### config.mk
export PLATFORM = sky130hd
export DESIGN_NAME = rr_slot_arbiter
export DESIGN_NICKNAME = d
export VERILOG_FILES = /design/src/rtl/rr_slot_arbiter.sv
export SDC_FILE = /design/constraint.sdc
export NUM_CORES = 1
export LEC_CHECK = 0
export ABC_CLOCK_PERIOD_IN_PS = 1800
export CORE_MARGIN = 10
export CORE_UTILIZATION = 41
export DETAILED_ROUTE_END_ITERATION = 10
export HOLD_SLACK_MARGIN = 0.02
export PLACE_DENSITY = 0.72
export SYNTH_ARGS = -nofsm -noshare
export SYNTH_HDL_FRONTEND = slang
export SYNTH_SLANG_ARGS = --single-unit
export TNS_END_PERCENT = 30
### constraint.sdc
create_clock -name clk -period 1.8 [get_ports clk]
set_clock_uncertainty 0.15 [all_clocks]
set_input_delay 0.54 -clock clk [delete_from_list [all_inputs] [get_ports clk]]
set_output_delay 0.54 -clock clk [all_outputs]
set_load 0.02 [all_outputs]
### src/rtl/rr_slot_arbiter.sv
// Round-robin, time-sliced arbiter for four requesters sharing one resource.
// Every grant is followed by a one-cycle gap; a holder exceeding its slot is pre-empted.
module rr_slot_arbiter #(
  parameter int unsigned SLOT_CYCLES = 8,
  parameter int unsigned COUNT_W     = 4
) (
  input  logic               clk,
  input  logic               rst_n,
  input  logic [3:0]         req,
  output logic [3:0]         gnt,
  output logic               gnt_valid,
  output logic [1:0]         gnt_id,
  output logic [COUNT_W-1:0] slot_cnt,
  output logic               timeout
);

  typedef enum logic [1:0] {
    IDLE,
    GRANT,
    GAP
  } state_t;

  localparam logic [COUNT_W-1:0] SLOT_LAST = COUNT_W'(SLOT_CYCLES - 1);

  state_t             state_q;
  logic [3:0]         gnt_q;
  logic               gnt_valid_q;
  logic [1:0]         gnt_id_q;
  logic [1:0]         last_id_q;
  logic [COUNT_W-1:0] slot_q;
  logic               timeout_q;

  logic               win_found_d;
  logic [1:0]         win_id_d;
  logic [1:0]         cand_d;

  // Search starts one past the last holder, so the last holder ends up lowest priority.
  always_comb begin
    win_found_d = 1'b0;
    win_id_d    = '0;
    cand_d      = '0;
    for (int unsigned i = 1; i <= 4; i++) begin
      cand_d = last_id_q + 2'(i);
      if (!win_found_d && req[cand_d]) begin
        win_found_d = 1'b1;
        win_id_d    = cand_d;
      end
    end
  end

  always_ff @(posedge clk) begin
    if (!rst_n) begin
      state_q     <= IDLE;
      gnt_q       <= '0;
      gnt_valid_q <= 1'b0;
      gnt_id_q    <= '0;
      last_id_q   <= 2'd3;
      slot_q      <= '0;
      timeout_q   <= 1'b0;
    end else begin
      case (state_q)
        IDLE, GAP: begin
          timeout_q <= 1'b0;
          slot_q    <= '0;
          if (win_found_d) begin
            state_q     <= GRANT;
            gnt_q       <= 4'b0001 << win_id_d;
            gnt_valid_q <= 1'b1;
            gnt_id_q    <= win_id_d;
            last_id_q   <= win_id_d;
          end else begin
            state_q     <= IDLE;
            gnt_q       <= '0;
            gnt_valid_q <= 1'b0;
            gnt_id_q    <= '0;
          end
        end
        GRANT: begin
          // Release is checked first so a drop at the final slot cycle never flags timeout.
          if (!req[gnt_id_q] || (slot_q == SLOT_LAST)) begin
            state_q     <= GAP;
            gnt_q       <= '0;
            gnt_valid_q <= 1'b0;
            gnt_id_q    <= '0;
            slot_q      <= '0;
            timeout_q   <= req[gnt_id_q];
          end else begin
            slot_q    <= slot_q + COUNT_W'(1);
            timeout_q <= 1'b0;
          end
        end
        default: begin
          state_q     <= IDLE;
          gnt_q       <= '0;
          gnt_valid_q <= 1'b0;
          gnt_id_q    <= '0;
          slot_q      <= '0;
          timeout_q   <= 1'b0;
        end
      endcase
    end
  end

  assign gnt       = gnt_q;
  assign gnt_valid = gnt_valid_q;
  assign gnt_id    = gnt_id_q;
  assign slot_cnt  = slot_q;
  assign timeout   = timeout_q;

endmodule

# Word-level counts from Yosys, hierarchy flattened
# Cells that the tools add are included.
# Widths: inputs -> output; s select.
[op_classes]
n_addsub = 4
n_lt_le_gt_ge = 5
eq_ne = 4
n_shift = 1
muxes = 30
bitwise = 2
n_reduce_logical = 13
[ops]
columns = ["op", "count"]
rows = [
  ["$lt 2x3->1 const B", 5],
  ["$mux 2", 7],
  ["$mux 1", 12],
  ["$bmux 1 s2", 5],
  ["$mux 4", 2],
  ["$pmux 2 s2", 2],
  ["$pmux 4 s2", 1],
  ["$add 2x2->2 const B", 2],
  ["$add 4x1->4 const B", 1],
  ["$eq 4x3->1 const B", 1],
  ["$logic_not 1->1", 4],
  ["$shl 1x2->4 const A", 1],
  ["$logic_and 1x1->1", 3],
  ["$reduce_and 3->1", 1],
  ["$reduce_or 3->1", 1],
  ["$add 2x1->2 const B", 1],
  ["$eq 2x1->1 const B", 1],
  ["$eq 2x2->1 const B", 1],
  ["$logic_not 2->1", 1],
  ["$ne 2x2->1 const B", 1],
  ["$not 1->1", 2],
  ["$pmux 1 s2", 1],
  ["$reduce_and 2->1", 1],
  ["$reduce_or 2->1", 1],
  ["$logic_or 1x1->1", 1],
]
[totals]
ff_bits = 16
out_inout_bits = 12
wordCells = 66

# Longest topological paths before layout
# Gate-level depths: netlist of run 1.
[depth]
ltp_word = 16
mapped_depth = 6
ltp_nobuf = 5

# Worst setup path before layout of run 1
# OpenSTA, ideal clock, no wires.
[synth_timing]
path_type = "register to register"
startpoint = "register gnt_id_q[1] (netlist: gnt_id[1])"
endpoint = "register state_q[0]"
setup_ps = 120
arrival_time_ps = 1618
t_required_ps = 1530
setup_slack_ps = -88
path_stages_with_launch = 6
n_path_buf = 1
path_cell_list = "dfxtp_1 > mux4_2 > and2_4 > and2_4 > buf_6 > or2_1"
[synth_between]
elab_chain_len = 5
[synth_lines]
columns = ["element", "line", "text"]
rows = [
  ["start, declared", "28", "logic [1:0] gnt_id_q;"],
  ["start signal, assigned", "69", "gnt_id_q <= win_id_d;"],
  ["$bmux 1 s2", "80", "if (!req[gnt_id_q] || (slot_q == SLOT_LAST)) begin"],
  ["$mux 1 (not written as such)", "80", ""],
  ["$logic_not 1->1", "80", ""],
  ["$logic_or 1x1->1", "80", ""],
  ["$ne 2x2->1 (no line)", "--", ""],
  ["end signal, assigned", "72", "state_q <= IDLE;"],
  ["end signal, assigned", "81", "state_q <= GAP;"],
  ["end signal, assigned", "93", "state_q <= IDLE;"],
  ["end, declared", "25", "state_t state_q;"],
]
# No other way between the ends. The select of a mux whose other input is x is not followed.
# A chain may end at the register's enable or synchronous reset.

# Worst setup path after layout of run 1
[layout_timing]
startpoint = "input req[3]"
endpoint = "register state_q[0]"
[layout_between]
elab_chain_len = 14
elab_cells_between_ends = 25
classes_between = "eq/ne: 1; mux: 16; reduce/logical: 8"
[layout_lines]
columns = ["element", "line", "text"]
rows = [
  ["start, declared", "9", "input logic [3:0] req,"],
  ["$bmux 1 s2", "44", "if (!win_found_d && req[cand_d]) begin"],
  ["$mux 1 (not written as such)", "44", ""],
  ["$mux 1", "44", ""],
  ["$logic_not 1->1", "44", ""],
  ["$logic_and 1x1->1", "44", ""],
  ["$mux 1", "44", ""],
  ["$logic_not 1->1", "44", ""],
  ["$logic_and 1x1->1", "44", ""],
  ["$mux 1", "44", ""],
  ["$logic_not 1->1", "44", ""],
  ["$logic_and 1x1->1", "44", ""],
  ["$mux 1", "44", ""],
  ["$mux 1", "65", "if (win_found_d) begin"],
  ["$pmux 2 s2", "61", "case (state_q)"],
  ["end signal, assigned", "53", "state_q <= IDLE;"],
  ["end signal, assigned", "66", "state_q <= GRANT;"],
  ["end signal, assigned", "72", ""],
]
# Parallel ways exist; a longest one is shown, timed or not. The select of a mux whose other input is x is not followed.

==> results.sh, run 1 <==
export IMPL_synthMuxAreaShare=0.0483
export IMPL_rsz0062_at_grt="no"
export IMPL_cts_buffers=3
export IMPL_avgViaCountPerCell=5.35
export IMPL_cp_data_required_time_ns=1.83
export IMPL_insertion_delay_ns=0.29
export IMPL_ioPinCount=18
export IMPL_dp_hpwl_mm=1.29
export IMPL_rrSetupSlack_ns=0.12
export IMPL_tightestPinTransition_ns=0.280
export IMPL_hold_viol=0
export IMPL_syn_inst=67
export IMPL_critical_path_startpoint="req[3]"
export IMPL_power_density_nw_per_um2=917
export IMPL_crit_chain="dlygate4sd2_1 > mux4_2 > and2_4 > and2_4 > or2_1"
export IMPL_ctsRootBufferMaster="clkbuf_4"
export IMPL_synth_top_area_share=0.476
export IMPL_fp_dieH_um=60.5
export IMPL_path_delay_family="simple AND/OR/NAND/NOR gates"
export IMPL_synth_area_per_cell_um2=10.0
export IMPL_crit_top_cell="and2_4"
export IMPL_antenna_found_initial=0
export IMPL_slowest_delay_ns=0.47
export IMPL_totalWireLength_mm=1.73
export IMPL_io_buffers=17
export IMPL_synth_area_top_cells="dfxtp_1 (48%), a32o_1 (5.9%), and3_1 (3.7%)"
export IMPL_max_cap_violations=0
export IMPL_drt_iter0_drc=8
export IMPL_crit_path_end_kind="register"
export IMPL_die_area_um2=3660
export IMPL_power_leakage_nw=0.510
export IMPL_r2r_end="state_q[0]"
export IMPL_fin_crit_ns=1.77
export IMPL_nNetsFinal=106
export IMPL_grt_use_total=0.104
export IMPL_grt_max_degree=10
export IMPL_first_pass_iters=4
export IMPL_synth_seq_cells=16
export IMPL_grt_pass1_vias=667
export IMPL_htreeDepth=1
export IMPL_num_vias=610
export IMPL_status="finished, final reports clean"
export IMPL_path_clk_slew_ns=0.09
export IMPL_critPathKind="in -> reg"
export IMPL_area_growth_pct=43.5
export IMPL_grt_overflow_total=0
export IMPL_n_antenna_cell=0
export IMPL_synth_nets=74
export IMPL_power_ir_vdd_worst_mv=0.653
export IMPL_synth_compound_area_frac=0.199
export IMPL_setup_viol=0
export IMPL_die_w_um=60.5
export IMPL_finalMaxSlewViolations=0
export IMPL_initial_core_util=0.442
export IMPL_ys_types=29
export IMPL_pre_cts_ws_ns=-0.497
export IMPL_fmax_mhz=564
export IMPL_wire_per_inst_um=15.1
export IMPL_yosysTopAreaCell="dfxtp_1"
export IMPL_critPathArrivalTime_ns=1.81
export IMPL_ys_seq_area_frac=0.476
export IMPL_yosys_area_share_adder=0.0186
export IMPL_place_gp_congestion=0.698
export IMPL_relSlewSlack=0.813
export IMPL_remaining_drc_errors=0
export IMPL_r2r_cells=4
export IMPL_cp_num_buf_inv=1
export IMPL_cp_depth=5
export IMPL_hold_path_class="reg -> reg"
export IMPL_layout_drive_gt1_share=0.214
export IMPL_fin_crit_sh=0.986
export IMPL_endpoint="state_q[0]"
export IMPL_fin_ws_ns=0.0254
export IMPL_synth_top_family_by_area="compound AO/OA/AOI/OAI gates"
export IMPL_fill_cells=141
export IMPL_synth_xor_area_frac=0.0260
export IMPL_multi_input_area_um2=338
export IMPL_total_power_mw=0.886
export IMPL_cts_tree="done"
export IMPL_core_area_um2=1520
export IMPL_synth_area_um2=673
export IMPL_cts_max_path_buffers=2
export IMPL_synthSimpleGateAreaFrac=0.188
export IMPL_r2r_start="gnt_id[1]"
export IMPL_critPathLaunchType="input pin"
export IMPL_path_max_fanout=5
export IMPL_fp_row_count=14
export IMPL_seqCellArea_um2=322
export IMPL_synth_warnings=0
export IMPL_cp_slowest_cell="mux4_2"
export IMPL_antenna_left=0
export IMPL_cts_sinks=16
export IMPL_grt_pass1_wl_mm=2.90
export IMPL_cts_hold_buf=0
export IMPL_cts_setup_buffers=0
export IMPL_finalSetupTns_ns=0
==> power by group <==
part / leakage [nW] / internal [mW] / switching, mW
sequential: 0.132 / 0.388 / 0.0256
combinational: 0.357 / 0.114 / 0.118
clock: 0.0210 / 0.123 / 0.117
==> synthesized netlist by cell type, drive strengths merged <==
cell type,number
dfxtp,16
nand2,5
a32o,4
and3,4
inv,4
nor2,4
a21o,3
and2,3
a21oi,2
a22o,2
nor2b,2
o22ai,2
a311o,1
a311oi,1
buf,1
clkbuf,1
ha,1
mux2i,1
mux4,1
nand3,1
nand3b,1
nor3,1
o211ai,1
o21ai,1
or2,1
or2b,1
xnor2,1
xor2,1
==> how the worst min path moves through the flow <==
stage,cells past startpoint,startpoint,endpoint,slack [ns]
after floorplan,1,state_q[1],state_q[1],0.26
after global placement,1,state_q[1],state_q[1],0.27
after detailed placement,1,state_q[1],state_q[1],0.27
after CTS,1,state_q[1],state_q[1],0.29
after global routing,1,state_q[1],state_q[1],0.31
final,1,state_q[1],state_q[1],0.29
==> repair_timing <==
action                                  in CTS  in global routing
cloned                                       1                  0
resized for setup                           17                  3
endpoints found under the setup margin      27                  8
pin swaps                                    1                  2
==> per-stage QoR <==
| stage | cells | utilization | hold slack [ns] | cell area (um2) |
|---|---|---|---|---|
| floorplan | 67 | - | 0.256 | 674 |
| detailed placement | 109 | 0.612 | 0.270 | 932 |
| finish | 114 | 0.634 | 0.289 | 966 |
| global placement | 109 | 0.612 | 0.266 | 932 |
| global route | 114 | 0.634 | 0.307 | 966 |
| CTS | 114 | 0.628 | 0.289 | 957 |
==> cells by family after synthesis <==
group	count (synthesis)
and+or+nand+nor	23
buffers and inverters	6
muxes	2
xor gates and xnor gates	2
AOI/OAI and AO/OA	17
adders and majority gates	1
DFF	16
==> per-layer routing <==
metal / share of wire / vias up / track usage
met5: 0 / - / 0
met4: 0.0075 / 0 / 0.0470
met3: 0.10 / 4 / 0.0710
met2: 0.44 / 18 / 0.153
met1: 0.44 / 280 / 0.113
li1: - / 308 / -
==> cell usage in the layout, fill, tap and decap left out, drive strengths merged, types with 2 or more instances in the layout <==
master,netlist,layout
nor2b,2,2
o22ai,2,2
dlygate4sd2,0,14
nand2,5,5
and3,4,4
clkbuf,1,4
a21o,3,3
a21oi,2,2
inv,4,4
buf,1,11
clkdlybuf4s15,0,2
a22o,2,2
nor2,4,4
dfxtp,16,16
and2,3,4
a32o,4,4
==> registers in the layout, summed over array words and instances (netlist names) <==
name,flops
timeout,1
last_id_q,2
gnt,4
slot_cnt,4
state_q,2
gnt_id,2
gnt_valid,1
==> final cells by class <==
| class | instances | share of cell area |
|---|---|---|
| multi-input combinational | 46 | 0.350 |
| sequential | 16 | 0.333 |
| timing repair buffer | 28 | 0.244 |
| clock buffer | 4 | 0.0376 |
| tap | 16 | 0.0207 |
| inverter | 4 | 0.0155 |
No activity file was read; power rests on OpenSTA's default activity.
==> run 2, diff against run 1 <==
--- a/config.mk
+++ b/config.mk
@@ -11,6 +11,7 @@
 export DETAILED_ROUTE_END_ITERATION = 10
 export HOLD_SLACK_MARGIN = 0.02
 export PLACE_DENSITY = 0.72
+export RECOVER_POWER = 100
 export SYNTH_ARGS = -nofsm -noshare
 export SYNTH_HDL_FRONTEND = slang
 export SYNTH_SLANG_ARGS = --single-unit
==> results.sh, run 2 (same netlist as run 1, synthesis figures left out) <==
export IMPL_relSlewSlack=0.813
export IMPL_fp_row_count=14
export IMPL_fin_crit_sh=0.986
export IMPL_crit_path_end_kind="register"
export IMPL_fmax_mhz=563
export IMPL_initial_core_util=0.442
export IMPL_die_w_um=60.5
export IMPL_nNetsFinal=106
export IMPL_fill_cells=145
export IMPL_setup_viol=0
export IMPL_fin_crit_ns=1.78
export IMPL_holdWs_ns=0.289
export IMPL_cp_data_required_time_ns=1.83
export IMPL_top_layer_used="met4"
export IMPL_insertion_delay_ns=0.29
export IMPL_num_vias=613
export IMPL_internal_power_mw=0.620
export IMPL_stdcell_area_um2=958
export IMPL_area_growth_pct=42.4
export IMPL_rsz0062_at_grt="no"
export IMPL_path_max_fanout=5
export IMPL_grt_max_degree=10
export IMPL_hold_viol=0
export IMPL_die_area_um2=3660
export IMPL_wl_met2_um=764
export IMPL_ctsRootBufferMaster="clkbuf_4"
export IMPL_critPathArrivalTime_ns=1.81
export IMPL_cts_tree="done"
export IMPL_grt_use_total=0.104
export IMPL_power_leakage_nw=0.502
export IMPL_cp_slowest_cell="mux4_2"
export IMPL_cts_buffers=3
export IMPL_dp_hpwl_mm=1.29
export IMPL_path_clk_slew_ns=0.09
export IMPL_cts_sinks=16
export IMPL_met1_length_um=773
export IMPL_power_frac_comb=0.257
export IMPL_place_gp_congestion=0.698
export IMPL_grt_overflow_total=0
export IMPL_multi_input_area_um2=338
export IMPL_path_delay_family="simple AND/OR/NAND/NOR gates"
export IMPL_status="finished, final reports clean"
export IMPL_io_buffers=17
export IMPL_critPathLaunchType="input pin"
export IMPL_switching_power_mw=0.261
export IMPL_power_ir_vdd_worst_mv=0.652
export IMPL_seq_power_share=0.470
export IMPL_final_cell_mix="dfxtp_1 (15), dlygate4sd2_1 (14), buf_4 (9)"
export IMPL_tightestPinTransition_ns=0.280
export IMPL_cts_hold_buf=0
export IMPL_max_cap_violations=0
export IMPL_grt_pass1_wl_mm=2.90
export IMPL_power_density_nw_per_um2=919
export IMPL_cts_max_path_buffers=2
export IMPL_core_area_um2=1520
export IMPL_sw_frac_of_total=0.296
export IMPL_totalWireLength_mm=1.73
export IMPL_crit_chain="dlygate4sd2_1 > mux4_2 > and2_4 > and2_4 > or2_1"
export IMPL_crit_top_cell="and2_4"
export IMPL_slowest_delay_ns=0.47
export IMPL_ioPinCount=18
export IMPL_avgViaCountPerCell=5.38
export IMPL_drt_iter0_drc=13
export IMPL_remaining_drc_errors=0
export IMPL_first_pass_iters=4
export IMPL_seqCellArea_um2=322
export IMPL_antenna_left=0
export IMPL_place_area_um2=932
export IMPL_fp_dieH_um=60.5
export IMPL_hold_path_class="reg -> reg"
export IMPL_grt_pass1_vias=667
export IMPL_clockPowerShare=0.273
export IMPL_n_antenna_cell=0
export IMPL_layout_commonest_cell="dfxtp_1"
export IMPL_cp_num_buf_inv=1
export IMPL_wl_met3_um=181
export IMPL_htreeDepth=1
export IMPL_layout_drive_gt1_share=0.194
export IMPL_antenna_found_initial=0
export IMPL_wire_per_inst_um=15.2
export IMPL_critPathKind="in -> reg"
export IMPL_finalMaxSlewViolations=0
[run 2: cell count changes in the layout (fill, tap and decap cells not counted), sizes merged]
cell	before	now
clkbuf	4	6
buf	11	9
[run 2: final cells by class]
class	instances	share of cell area
inverters	4	0.0157
well taps	16	0.0209
multi-input cells	46	0.352
repair buffers	28	0.238
clock buffers	4	0.0379
flip-flops and latches	16	0.336
[run 2: power by group through the flow]
stage,clock (mW),sequential (mW),combinational [mW]
detailed placement,0,0.422,0.238
global placement,0,0.422,0.233
finish,0.241,0.414,0.226
floorplan,0,0.438,0.110
global route,0.271,0.418,0.250
CTS,0.246,0.414,0.227
[run 2: path summary, 6_finish.rpt]
path | from | to | slack [ns] | depth (start not counted)
hold reg to reg | state_q[1] | state_q[1] | 0.29 | 1
hold / removal | state_q[1] | state_q[1] | 0.29 | 1
setup reg to reg | gnt_id[1] | state_q[0] | 0.11 | 4
setup / recovery | req[3] | state_q[0] | 0.02 | 5
[run 2: metal layers]
metal	vias to the layer above	global-route usage
met5	-	0
met4	0	0.0470
met3	4	0.0710
met2	18	0.153
met1	283	0.113
li1	308	-
[run 2: timing repair]
action | 4_1_cts | 5_1_grt
setup buffers | 0 | 0
endpoints found under the setup margin | 27 | 8
gates cloned | 1 | 0
pin swaps | 1 | 2
gates resized for setup | 17 | 3
[run 2: worst register-to-register path: cells and delay by family, from the launching register on]
family        cells  cell delay, ns
flops             1            0.37
mux               1            0.51
simple gates      3            0.55
[run 2: stage by stage]
step	power (mW)	worst slack (ns)	setup TNS (ns)	instances	utilization
floorplan	0.548	-0.0872	-0.535	67	-
global placement	0.655	-0.479	-6.36	109	0.612
detailed placement	0.660	-0.497	-6.64	109	0.612
CTS	0.887	0.00846	0	114	0.628
global route	0.939	0.00422	0	114	0.629
finish	0.881	0.0247	0	114	0.629
==> run 3, diff against run 2 <==
--- a/config.mk
+++ b/config.mk
@@ -7,10 +7,11 @@
 export LEC_CHECK = 0
 export ABC_CLOCK_PERIOD_IN_PS = 1800
 export CORE_MARGIN = 10
-export CORE_UTILIZATION = 41
+export CORE_UTILIZATION = 50
 export DETAILED_ROUTE_END_ITERATION = 10
+export DONT_BUFFER_PORTS = 1
 export HOLD_SLACK_MARGIN = 0.02
-export PLACE_DENSITY = 0.72
+export PLACE_DENSITY = 0.68
 export RECOVER_POWER = 100
 export SYNTH_ARGS = -nofsm -noshare
 export SYNTH_HDL_FRONTEND = slang
==> results.sh, run 3 (same netlist as run 1, synthesis figures left out) <==
export IMPL_layout_drive_gt1_share=0.120
export IMPL_place_area_um2=723
export IMPL_slowest_delay_ns=0.51
export IMPL_r2r_cells=4
export IMPL_core_area_um2=1280
export IMPL_wire_per_inst_um=16.1
export IMPL_fin_ws_ns=0.121
export IMPL_path_max_fanout=9
export IMPL_hold_path_class="in -> reg"
export IMPL_area_growth_pct=10.0
export IMPL_drt_iter0_drc=23
export IMPL_antenna_found_initial=0
export IMPL_htreeDepth=1
export IMPL_holdWs_ns=0.197
export IMPL_cts_max_path_buffers=2
export IMPL_cts_setup_buffers=0
export IMPL_ctsRootBufferMaster="clkbuf_4"
export IMPL_initial_core_util=0.524
export IMPL_max_cap_violations=0
export IMPL_power_leakage_nw=0.345
export IMPL_crit_top_cell="and2_4"
export IMPL_num_vias=534
export IMPL_first_pass_iters=4
export IMPL_totalWireLength_mm=1.45
export IMPL_status="finished, final reports clean"
export IMPL_cts_buffers=3
export IMPL_dp_hpwl_mm=1.12
export IMPL_place_gp_congestion=0.732
export IMPL_power_density_nw_per_um2=1100
export IMPL_ctsResizeCount=0
export IMPL_critPathKind="reg -> reg"
export IMPL_nNetsFinal=83
export IMPL_finalSetupTns_ns=0
export IMPL_grt_max_degree=10
export IMPL_r2r_start="gnt_id[1]"
export IMPL_grt_use_total=0.0913
export IMPL_grt_pass1_wl_mm=2.34
export IMPL_hold_viol=0
export IMPL_finalMaxSlewViolations=0
export IMPL_power_ir_vdd_worst_mv=0.630
export IMPL_insertion_delay_ns=0.29
export IMPL_fin_util=0.576
export IMPL_rsz0062_at_grt="no"
export IMPL_avgViaCountPerCell=5.93
export IMPL_remaining_drc_errors=0
export IMPL_io_buffers=0
export IMPL_tightestPinTransition_ns=0.564
export IMPL_grt_overflow_total=0
export IMPL_hp_start="rst_n"
export IMPL_cts_hold_buf=0
export IMPL_r2r_end="gnt_id[1]"
export IMPL_grt_pass1_vias=476
export IMPL_fin_cells=90
export IMPL_setup_viol=0
export IMPL_fmax_mhz=596
export IMPL_ioPinCount=18
export IMPL_layout_commonest_cell="dfxtp_1"
export IMPL_hold_path_depth=1
export IMPL_fin_crit_sh=0.933
export IMPL_critPathLaunchType="register"
export IMPL_relSlewSlack=0.622
export IMPL_cp_slowest_cell="mux4_2"
export IMPL_n_antenna_cell=0
export IMPL_total_power_mw=0.814
export IMPL_die_area_um2=3210
export IMPL_cts_sinks=16
export IMPL_final_cell_mix="dfxtp_1 (15), nand2_1 (5), clkbuf_1 (5)"
export IMPL_fp_row_count=13
export IMPL_fp_dieH_um=56.7
export IMPL_rrSetupSlack_ns=0.12
export IMPL_cts_tree="done"
export IMPL_cp_data_required_time_ns=1.84
export IMPL_fin_crit_ns=1.68
export IMPL_stdcell_area_um2=741
export IMPL_pre_cts_ws_ns=-0.0539
export IMPL_critPathArrivalTime_ns=1.72
export IMPL_dp_cells=86
export IMPL_die_w_um=56.7
export IMPL_antenna_left=0
export IMPL_hold_end="last_id_q[1]"
export IMPL_crit_path_end_kind="register"
export IMPL_path_clk_slew_ns=0.10
export IMPL_crit_chain="mux4_2 > and2_4 > and2_4 > a22o_1"
run 3: changes by cell type in the layout (fill, tap and decap cells not counted):
| cell | before | now |
|---|---|---|
| a311oi_1 | 0 | 1 |
| a311oi_2 | 1 | 0 |
| and2_4 | 3 | 2 |
| buf_4 | 9 | 0 |
| clkbuf_1 | 2 | 5 |
| clkbuf_4 | 3 | 4 |
| clkdlybuf4s15_1 | 2 | 0 |
| clkdlybuf4s50_1 | 1 | 0 |
| dlygate4sd2_1 | 14 | 0 |
run 3: critical path, delay by kind of cell, from the launching register on:
family | cells | cell delay (ns)
mux | 1 | 0.51
flops | 1 | 0.35
simple gates | 2 | 0.35
compound gates | 1 | 0.22
run 3: power breakdown:
part | leakage [nW] | internal (mW) | switching (mW)
Sequential | 0.132 | 0.388 | 0.0433
Clock | 0.0210 | 0.123 | 0.117
Combinational | 0.192 | 0.0640 | 0.0789
run 3: how the worst max path moves through the flow:
stage | from | to | depth (start not counted)
2_1_floorplan | req[3] | gnt_id[1] | 5
3_3_place_gp | req[3] | gnt_id[1] | 4
3_5_place_dp | req[3] | gnt_id[1] | 4
4_1_cts | gnt_id[1] | gnt_id[1] | 4
5_1_grt | gnt_id[1] | state_q[0] | 4
6_report | gnt_id[1] | gnt_id[1] | 4
run 3: area by class of cell:
| class | count | area [um2] |
|---|---|---|
| fill | 122 | 544 |
| multi-input combinational | 45 | 323 |
| sequential | 16 | 322 |
| clock buffer | 4 | 36.3 |
| timing repair buffer | 6 | 26.3 |
| tap | 15 | 18.8 |
| inverter | 4 | 15.0 |
run 3: layer usage:
layer,GRT usage,part of all wire
met5,0,0
met4,0.0412,0.0041
met3,0.0607,0.11
met2,0.136,0.47
met1,0.0969,0.42
